==> src/rtl/mem_bridge_if.sv <==
// mem_bridge_if: CPU-side request/ack signals and RAM-side port of mem_bridge.
//   slave  : bridge view (takes fetch/data requests, drives the RAM port)
//   master : harness view (CPU core plus RAM model)
// Signals:
//   i_req/i_addr -> i_rdata/i_ack                     instruction fetch
//   d_req/d_we/d_size/d_signed/d_addr/d_wdata
//                -> d_rdata/d_ack                     data load/store
//   busy, fault                                       status
//   m_en/m_we/m_be/m_addr/m_wdata -> m_rdata          single-port RAM
interface mem_bridge_if #(
   parameter int unsigned DEPTH_LOG2 = 11
);
   logic                  i_req;
   logic [31:0]           i_addr;
   logic [31:0]           i_rdata;
   logic                  i_ack;
   logic                  d_req;
   logic                  d_we;
   logic [1:0]            d_size;
   logic                  d_signed;
   logic [31:0]           d_addr;
   logic [31:0]           d_wdata;
   logic [31:0]           d_rdata;
   logic                  d_ack;
   logic                  busy;
   logic                  fault;
   logic                  m_en;
   logic                  m_we;
   logic [3:0]            m_be;
   logic [DEPTH_LOG2-1:0] m_addr;
   logic [31:0]           m_wdata;
   logic [31:0]           m_rdata;

   modport slave (
      input  i_req, i_addr, d_req, d_we, d_size, d_signed, d_addr, d_wdata, m_rdata,
      output i_rdata, i_ack, d_rdata, d_ack, busy, fault,
             m_en, m_we, m_be, m_addr, m_wdata
   );

   modport master (
      output i_req, i_addr, d_req, d_we, d_size, d_signed, d_addr, d_wdata, m_rdata,
      input  i_rdata, i_ack, d_rdata, d_ack, busy, fault,
             m_en, m_we, m_be, m_addr, m_wdata
   );
endinterface

==> src/rtl/mem_bridge.sv <==
// mem_bridge: multi-cycle bridge between the CPU fetch/data ports and one
// single-port synchronous word RAM. Translates text/data byte addresses into
// word indices, steers byte/half lanes for stores and sign/zero-extends loads.
// Data requests win over fetches when both are pending.
//
// Ports:
//   clk  - rising-edge clock
//   rst  - asynchronous active-high reset
//   bus  - mem_bridge_if.slave (CPU request/ack side and RAM side)
//
// Optional feature: define MEM_FAULT_EN to flag misaligned or out-of-range
// accesses (no RAM access, rdata 0, fault pulsed with the ack). Without it,
// fault stays 0, low address bits are ignored and offsets wrap in the RAM.
//
// state | meaning
// IDLE  | waiting for a request; data request has priority
// IACC  | fetch RAM window (WAIT_STATES+1 cycles), or one cycle when faulting
// DACC  | data RAM window (WAIT_STATES+1 cycles), or one cycle when faulting
// ACK   | result ready; ack and rdata are registered on leaving this state
module mem_bridge #(
   parameter int unsigned DEPTH_LOG2  = 11,
   parameter int unsigned WAIT_STATES = 1,
   parameter logic [31:0] IBASE       = 32'h0040_0000,
   parameter logic [31:0] DBASE       = 32'h1001_0000
) (
   input logic         clk,
   input logic         rst,
   mem_bridge_if.slave bus
);
   localparam int unsigned OW = DEPTH_LOG2 + 2;

   typedef enum logic [1:0] {IDLE, IACC, DACC, ACK} state_t;

   state_t                state_q, state_d;
   logic [2:0]            wait_q, wait_d;
   logic                  is_d_q, is_d_d;
   logic                  st_q, st_d;
   logic [1:0]            size_q, size_d;
   logic                  sgn_q, sgn_d;
   logic [1:0]            lane_q, lane_d;
   logic                  flt_q, flt_d;
   logic [31:0]           rd_q, rd_d;
   logic                  m_en_q, m_en_d;
   logic                  m_we_q, m_we_d;
   logic [3:0]            m_be_q, m_be_d;
   logic [DEPTH_LOG2-1:0] m_addr_q, m_addr_d;
   logic [31:0]           m_wdata_q, m_wdata_d;
   logic                  i_ack_q, i_ack_d;
   logic                  d_ack_q, d_ack_d;
   logic [31:0]           i_rdata_q, i_rdata_d;
   logic [31:0]           d_rdata_q, d_rdata_d;
   logic                  fault_q, fault_d;

   logic [1:0]            req_size;
   logic [OW-1:0]         off;
   logic                  acc_fault;
   logic                  is_store;
   logic [3:0]            st_be;
   logic [31:0]           st_wdata;
   logic [7:0]            byte_v;
   logic [15:0]           half_v;
   logic [31:0]           steer;

   // Request decode for the port IDLE would accept. Only the low OW bits of
   // the offset reach the RAM, which gives the wrap modulo the RAM size.
   // Bases are word aligned, so off[1:0] equals the address byte lane.
   always_comb begin
      req_size = bus.d_req ? bus.d_size : 2'b10;
      off      = bus.d_req ? (bus.d_addr[OW-1:0] - DBASE[OW-1:0])
                           : (bus.i_addr[OW-1:0] - IBASE[OW-1:0]);
      is_store = bus.d_req & bus.d_we;
      case (bus.d_size)
         2'b00: begin
            st_be    = 4'b0001 << off[1:0];
            st_wdata = {4{bus.d_wdata[7:0]}};
         end
         2'b01: begin
            st_be    = off[1] ? 4'b1100 : 4'b0011;
            st_wdata = {2{bus.d_wdata[15:0]}};
         end
         default: begin
            st_be    = 4'b1111;
            st_wdata = bus.d_wdata;
         end
      endcase
   end

`ifdef MEM_FAULT_EN
   logic [31:0] off_full;
   // Addresses below the base wrap to huge offsets and fail the range test.
   always_comb begin
      off_full  = bus.d_req ? (bus.d_addr - DBASE) : (bus.i_addr - IBASE);
      acc_fault = (off_full >= (32'd4 << DEPTH_LOG2))
                | ((req_size == 2'b01) & off[0])
                | (req_size[1] & (off[1:0] != 2'b00));
   end
`else
   assign acc_fault = 1'b0;
`endif

   // Load steering from the raw RAM word at the end of the window.
   always_comb begin
      byte_v = bus.m_rdata[{lane_q, 3'b000} +: 8];
      half_v = lane_q[1] ? bus.m_rdata[31:16] : bus.m_rdata[15:0];
      case (size_q)
         2'b00:   steer = {{24{sgn_q & byte_v[7]}}, byte_v};
         2'b01:   steer = {{16{sgn_q & half_v[15]}}, half_v};
         default: steer = bus.m_rdata;
      endcase
   end

   always_comb begin
      state_d   = state_q;
      wait_d    = wait_q;
      is_d_d    = is_d_q;
      st_d      = st_q;
      size_d    = size_q;
      sgn_d     = sgn_q;
      lane_d    = lane_q;
      flt_d     = flt_q;
      rd_d      = rd_q;
      m_en_d    = 1'b0;
      m_we_d    = 1'b0;
      m_be_d    = m_be_q;
      m_addr_d  = m_addr_q;
      m_wdata_d = m_wdata_q;
      i_ack_d   = 1'b0;
      d_ack_d   = 1'b0;
      i_rdata_d = i_rdata_q;
      d_rdata_d = d_rdata_q;
      fault_d   = 1'b0;
      case (state_q)
         IDLE: begin
            if (bus.d_req || bus.i_req) begin
               is_d_d    = bus.d_req;
               st_d      = is_store;
               size_d    = req_size;
               sgn_d     = bus.d_signed;
               lane_d    = off[1:0];
               flt_d     = acc_fault;
               rd_d      = 32'h0;
               wait_d    = 3'(WAIT_STATES);
               m_addr_d  = off[OW-1:2];
               m_be_d    = is_store ? st_be : 4'b1111;
               m_wdata_d = is_store ? st_wdata : 32'h0;
               m_en_d    = ~acc_fault;
               m_we_d    = ~acc_fault & is_store;
               state_d   = bus.d_req ? DACC : IACC;
            end
         end
         IACC, DACC: begin
            if (flt_q) begin
               state_d = ACK;
            end else if (wait_q == 3'd0) begin
               if (!st_q) rd_d = steer;
               state_d = ACK;
            end else begin
               wait_d = wait_q - 3'd1;
               m_en_d = 1'b1;
               m_we_d = m_we_q;
            end
         end
         ACK: begin
            state_d = IDLE;
            fault_d = flt_q;
            if (is_d_q) begin
               d_ack_d = 1'b1;
               // Stores leave d_rdata alone unless they fault.
               if (!st_q || flt_q) d_rdata_d = rd_q;
            end else begin
               i_ack_d   = 1'b1;
               i_rdata_d = rd_q;
            end
         end
         default: state_d = IDLE;
      endcase
   end

   always_ff @(posedge clk or posedge rst) begin
      if (rst) begin
         state_q   <= IDLE;
         wait_q    <= 3'd0;
         is_d_q    <= 1'b0;
         st_q      <= 1'b0;
         size_q    <= 2'b00;
         sgn_q     <= 1'b0;
         lane_q    <= 2'b00;
         flt_q     <= 1'b0;
         rd_q      <= 32'h0;
         m_en_q    <= 1'b0;
         m_we_q    <= 1'b0;
         m_be_q    <= 4'h0;
         m_addr_q  <= '0;
         m_wdata_q <= 32'h0;
         i_ack_q   <= 1'b0;
         d_ack_q   <= 1'b0;
         i_rdata_q <= 32'h0;
         d_rdata_q <= 32'h0;
         fault_q   <= 1'b0;
      end else begin
         state_q   <= state_d;
         wait_q    <= wait_d;
         is_d_q    <= is_d_d;
         st_q      <= st_d;
         size_q    <= size_d;
         sgn_q     <= sgn_d;
         lane_q    <= lane_d;
         flt_q     <= flt_d;
         rd_q      <= rd_d;
         m_en_q    <= m_en_d;
         m_we_q    <= m_we_d;
         m_be_q    <= m_be_d;
         m_addr_q  <= m_addr_d;
         m_wdata_q <= m_wdata_d;
         i_ack_q   <= i_ack_d;
         d_ack_q   <= d_ack_d;
         i_rdata_q <= i_rdata_d;
         d_rdata_q <= d_rdata_d;
         fault_q   <= fault_d;
      end
   end

   assign bus.busy    = (state_q != IDLE);
   assign bus.fault   = fault_q;
   assign bus.i_ack   = i_ack_q;
   assign bus.d_ack   = d_ack_q;
   assign bus.i_rdata = i_rdata_q;
   assign bus.d_rdata = d_rdata_q;
   assign bus.m_en    = m_en_q;
   assign bus.m_we    = m_we_q;
   assign bus.m_be    = m_be_q;
   assign bus.m_addr  = m_addr_q;
   assign bus.m_wdata = m_wdata_q;
endmodule

==> src/flat_wrapper.sv <==
// flat-port wrapper written by rule: the top's interface ports become plain ports
module mem_bridge_flat 
#(
   parameter int unsigned DEPTH_LOG2  = 11,
   parameter int unsigned WAIT_STATES = 1,
   parameter logic [31:0] IBASE       = 32'h0040_0000,
   parameter logic [31:0] DBASE       = 32'h1001_0000
)
  (clk, rst, bus_i_req, bus_i_addr, bus_d_req, bus_d_we, bus_d_size, bus_d_signed, bus_d_addr, bus_d_wdata, bus_m_rdata, bus_i_rdata, bus_i_ack, bus_d_rdata, bus_d_ack, bus_busy, bus_fault, bus_m_en, bus_m_we, bus_m_be, bus_m_addr, bus_m_wdata);
  mem_bridge_if #(.DEPTH_LOG2(DEPTH_LOG2)) bus_i ();
  input logic clk;
  input logic rst;
  input wire logic [$bits(bus_i.i_req)-1:0] bus_i_req;
  input wire logic [$bits(bus_i.i_addr)-1:0] bus_i_addr;
  input wire logic [$bits(bus_i.d_req)-1:0] bus_d_req;
  input wire logic [$bits(bus_i.d_we)-1:0] bus_d_we;
  input wire logic [$bits(bus_i.d_size)-1:0] bus_d_size;
  input wire logic [$bits(bus_i.d_signed)-1:0] bus_d_signed;
  input wire logic [$bits(bus_i.d_addr)-1:0] bus_d_addr;
  input wire logic [$bits(bus_i.d_wdata)-1:0] bus_d_wdata;
  input wire logic [$bits(bus_i.m_rdata)-1:0] bus_m_rdata;
  output wire logic [$bits(bus_i.i_rdata)-1:0] bus_i_rdata;
  output wire logic [$bits(bus_i.i_ack)-1:0] bus_i_ack;
  output wire logic [$bits(bus_i.d_rdata)-1:0] bus_d_rdata;
  output wire logic [$bits(bus_i.d_ack)-1:0] bus_d_ack;
  output wire logic [$bits(bus_i.busy)-1:0] bus_busy;
  output wire logic [$bits(bus_i.fault)-1:0] bus_fault;
  output wire logic [$bits(bus_i.m_en)-1:0] bus_m_en;
  output wire logic [$bits(bus_i.m_we)-1:0] bus_m_we;
  output wire logic [$bits(bus_i.m_be)-1:0] bus_m_be;
  output wire logic [$bits(bus_i.m_addr)-1:0] bus_m_addr;
  output wire logic [$bits(bus_i.m_wdata)-1:0] bus_m_wdata;
  assign bus_i.i_req = bus_i_req;
  assign bus_i.i_addr = bus_i_addr;
  assign bus_i.d_req = bus_d_req;
  assign bus_i.d_we = bus_d_we;
  assign bus_i.d_size = bus_d_size;
  assign bus_i.d_signed = bus_d_signed;
  assign bus_i.d_addr = bus_d_addr;
  assign bus_i.d_wdata = bus_d_wdata;
  assign bus_i.m_rdata = bus_m_rdata;
  assign bus_i_rdata = bus_i.i_rdata;
  assign bus_i_ack = bus_i.i_ack;
  assign bus_d_rdata = bus_i.d_rdata;
  assign bus_d_ack = bus_i.d_ack;
  assign bus_busy = bus_i.busy;
  assign bus_fault = bus_i.fault;
  assign bus_m_en = bus_i.m_en;
  assign bus_m_we = bus_i.m_we;
  assign bus_m_be = bus_i.m_be;
  assign bus_m_addr = bus_i.m_addr;
  assign bus_m_wdata = bus_i.m_wdata;
  mem_bridge #(.DEPTH_LOG2(DEPTH_LOG2), .WAIT_STATES(WAIT_STATES), .IBASE(IBASE), .DBASE(DBASE)) u_core (.clk(clk), .rst(rst), .bus(bus_i));
endmodule
==> config.mk <==
export PLATFORM = sky130hd
export DESIGN_NAME = mem_bridge_flat
export DESIGN_NICKNAME = d
export VERILOG_FILES = /design/src/rtl/mem_bridge_if.sv /design/src/rtl/mem_bridge.sv /design/src/flat_wrapper.sv
export SDC_FILE = /design/constraint.sdc
export NUM_CORES = 1
export LEC_CHECK = 0
export ABC_CLOCK_PERIOD_IN_PS = 5700
export CORE_MARGIN = 2
export CORE_UTILIZATION = 41
export DETAILED_ROUTE_END_ITERATION = 10
export PLACE_DENSITY_LB_ADDON = 0.25
export RECOVER_POWER = 100
export SYNTH_ARGS = -nofsm -noshare
export SYNTH_HDL_FRONTEND = slang
export SYNTH_SLANG_ARGS = --single-unit
==> constraint.sdc <==
create_clock -name clk -period 5.7 [get_ports clk]
set_input_delay 1.14 -clock clk [delete_from_list [all_inputs] [get_ports clk]]
set_output_delay 1.14 -clock clk [all_outputs]
set_load 0.05 [all_outputs]
==> results.json <==
{
  "max-slew-margin-rel": -0.4127,
  "async_flop_share": 1.000,
  "syn_to_final_growth_pct": 41.88,
  "syn_area_per_cell_um2": 11.89,
  "cts_max_level": 4,
  "synth_compound_area_frac": 0.1289,
  "coreArea_um2": 16580,
  "synth_ff_type": "dfrtp_1",
  "detailroute.via_count": 5392,
  "hold_viol": 0,
  "fin_skew_ns": 0.009017,
  "dieHeight_um": 134.1,
  "finalNetCount": 927,
  "leakage_nw": 4.719,
  "post-route-util": 0.5940,
  "worst_pin_slew_ns": 2.119,
  "synth_edf_count": 0,
  "die_w_um": 134.1,
  "grt_pass1_wl_um": 29970,
  "synth_top_family_by_area": "multiplexers",
  "dp_cells": 987,
  "slew_violations": 143,
  "ios": 253,
  "cts_resized": 0,
  "dieArea_um2": 17990,
  "synth_seq_cells": 159,
  "finalWorstSetupSlack_ns": 1.491,
  "fmax_ghz": 0.2376,
  "post-route-period-util": 0.7384,
  "antenna_found_initial": 0,
  "power_frac_comb": 0.485,
  "synth_warnings": 0,
  "clock_path_buffers": 2,
  "numClockSinks": 159,
  "crit_required_ns": 6.05,
  "drc_errors": 0,
  "grt_start_max_net_pins": 88,
  "syn_nets": 725,
  "globalplace.congestion": 0.8094,
  "portBuffers": 213,
  "hold_class": "reg -> reg",
  "gr-total-overflow": 0,
  "initial_core_util": 0.4187,
  "postCtsSetupRepairBufs": 0,
  "violations": "max-capacitance violations, max-slew violations",
  "cts_tree": "yes",
  "synthMuxAreaShare": 0.1674,
  "startpoint_type": "input port",
  "dr.pass1.iters": 4,
  "grt_pass1_vias": 5649,
  "clk_latency_ns": 0.42,
  "swShare": 0.4535,
  "rows": 47,
  "intPower_mw": 3.219,
  "ys_types": 50,
  "synthSimpleGateAreaFrac": 0.09119,
  "clk_pin_slew_ns": 0.06,
  "dp_hpwl_um": 13480,
  "syn_inst": 584,
  "synth_xor_area_frac": 0,
  "power_frac_clock": 0.201,
  "synthAdderAreaFrac": 0.009011,
  "cts_buffers": 17,
  "place_area_um2": 9254,
  "net-switching-power_mw": 2.671,
  "antenna_cells": 0,
  "avgRoutedWirePerCell_um": 18.33,
  "drive_gt1_frac": 0.1065,
  "via_per_inst": 5.297,
  "yosysSeqAreaShare": 0.5731,
  "rsz0062_at_grt": "no",
  "cts_hold_buffers": 0,
  "max-cap-violations": 4,
  "layoutNonFillerInstCount": 1018,
  "gr-usage-all-layers": 0.2135,
  "worst_ir_drop_vdd_v": 0.0002939,
  "cts-root-buf": "clkbuf_16",
  "finalInstanceArea_um2": 9851,
  "crit_fanout": 23,
  "place_ws_ns": 1.939,
  "total_power_mw": 5.889,
  "drtIter0Drc": 260,
  "worst_hold_slack_ns": 0.4705,
  "crit_type": "in -> reg",
  "drt-total-wl_um": 18660,
  "finalSetupViolations": 0,
  "seq_power_share": 0.313,
  "fin_setup_tns_ns": 0,
  "ant_nets": 0,
  "power_density_nw_per_um2": 597.9,
  "endpoint_kind": "register",
  "period_needed_ns": 4.209,
  "arrival_ns": 4.56,
  "outcome": "complete, but fails checks",
  "synth_area_um2": 6943
}
==> power by group through the flow <==
| stage | Sequential, mW | Clock, mW | Combinational [mW] |
|---|---|---|---|
| floorplan | 2.90 | 0 | 0.947 |
| global placement | 1.85 | 0 | 2.95 |
| detailed placement | 1.88 | 0 | 3.00 |
| CTS | 1.87 | 1.21 | 3.01 |
| global route | 1.91 | 1.26 | 3.04 |
| finish | 1.85 | 1.18 | 2.86 |
==> flip-flops by register name (all words and copies together) (netlist names) <==
| name | cells |
|---|---|
| u_core.bus.d_rdata | 32 |
| u_core.bus.m_wdata | 32 |
| u_core.bus.m_be | 4 |
| u_core.lane_q | 2 |
| u_core.bus.i_ack | 1 |
| u_core.bus.d_ack | 1 |
| u_core.wait_q | 3 |
| u_core.bus.m_en | 1 |
| u_core.st_q | 1 |
| u_core.bus.i_rdata | 32 |
| u_core.state_q | 2 |
| u_core.is_d_q | 1 |
| u_core.bus.m_we | 1 |
| u_core.size_q | 2 |
| u_core.rd_q | 32 |
| u_core.sgn_q | 1 |
| u_core.bus.m_addr | 11 |
==> synth_stat cells (all sizes together) (2+ instances only) <==
| library cell | instances | area (um2) |
|---|---|---|
| dfrtp | 159 | 3979 |
| mux2 | 76 | 859.6 |
| o21ai | 74 | 370.4 |
| nand2 | 66 | 247.7 |
| mux2i | 28 | 280.3 |
| clkbuf | 20 | 75.07 |
| a221o | 17 | 170.2 |
| nor2b | 17 | 106.4 |
| buf | 16 | 87.58 |
| nand2b | 16 | 100.1 |
| a21oi | 14 | 70.07 |
| nor2 | 12 | 45.04 |
| inv | 11 | 41.29 |
| a22o | 10 | 87.58 |
| a32o | 8 | 80.08 |
| or3 | 6 | 37.54 |
| ha | 5 | 62.56 |
| nor3 | 3 | 20.02 |
| a21boi | 2 | 15.02 |
| a21o | 2 | 15.01 |
| a31oi | 2 | 27.53 |
| nand3 | 2 | 10.01 |
| nor4 | 2 | 18.77 |
==> layout make-up <==
type / instances / area [um2]
clock buffers: 21 / 450.4
inverters: 12 / 50.05
fillers: 1385 / 6733
clock inverters: 10 / 162.7
repair buffers: 219 / 2166
multi-input cells: 377 / 2768
well taps: 220 / 275.3
flip-flops and latches: 159 / 3979
==> worst max-delay path, stage by stage <==
cell and delay (ns):
dlygate4sd3_1 0.53, clkbuf_1 1.00, nor3b_2 0.22, nor3_2 0.91
o2111a_2 0.58, a221o_1 0.17
==> metal layers <==
layer,global-route usage,part of all wire
met3,0.08012,0.087
met2,0.3470,0.49
met1,0.2689,0.41
met5,0,0
met4,0.06082,0.012
==> kinds of logic after synthesis <==
family | Yosys count
flip-flops | 159
buffers and inverters | 48
AO/OA/AOI/OAI | 136
adder cells (fa/ha/maj) | 5
AND/OR/NAND/NOR | 130
multiplexers | 105
other | 1
==> worst paths after layout <==
| path | from | end | slack (ns) | cells after the start |
|---|---|---|---|---|
| worst min-delay path | u_core.bus.m_addr[1] | u_core.bus.m_addr[1] | 0.47 | 2 |
| worst max register to register | u_core.state_q[1] | u_core.rd_q[17] | 2.88 | 6 |
| worst max-delay path | bus_d_req | u_core.rd_q[17] | 1.49 | 6 |
| min in group asynchronous | rst | u_core.bus.i_rdata[7] | 1.39 | 2 |
| max in group asynchronous | rst | u_core.rd_q[6] | 1.85 | 3 |
| worst min register to register | u_core.bus.m_addr[1] | u_core.bus.m_addr[1] | 0.47 | 2 |
==> layout by cell type (no fill, tap or decap), types with 4 or more instances in the layout <==
master / n
clkdlybuf4s50_1: 95
dfrtp_1: 159
nand2_1: 66
o21ai_0: 57
mux2_1: 31
nor2b_1: 17
nand2b_1: 16
mux2i_1: 28
clkbuf_16: 17
mux2_2: 44
a32o_1: 8
bufinv_16: 4
nor2_1: 12
dlygate4sd3_1: 118
ha_1: 5
a221o_1: 17
a22o_1: 10
a21oi_1: 14
or3_1: 6
inv_1: 9
o21ai_1: 16
clkbuf_1: 6
Power figures use the tool's default switching activity.
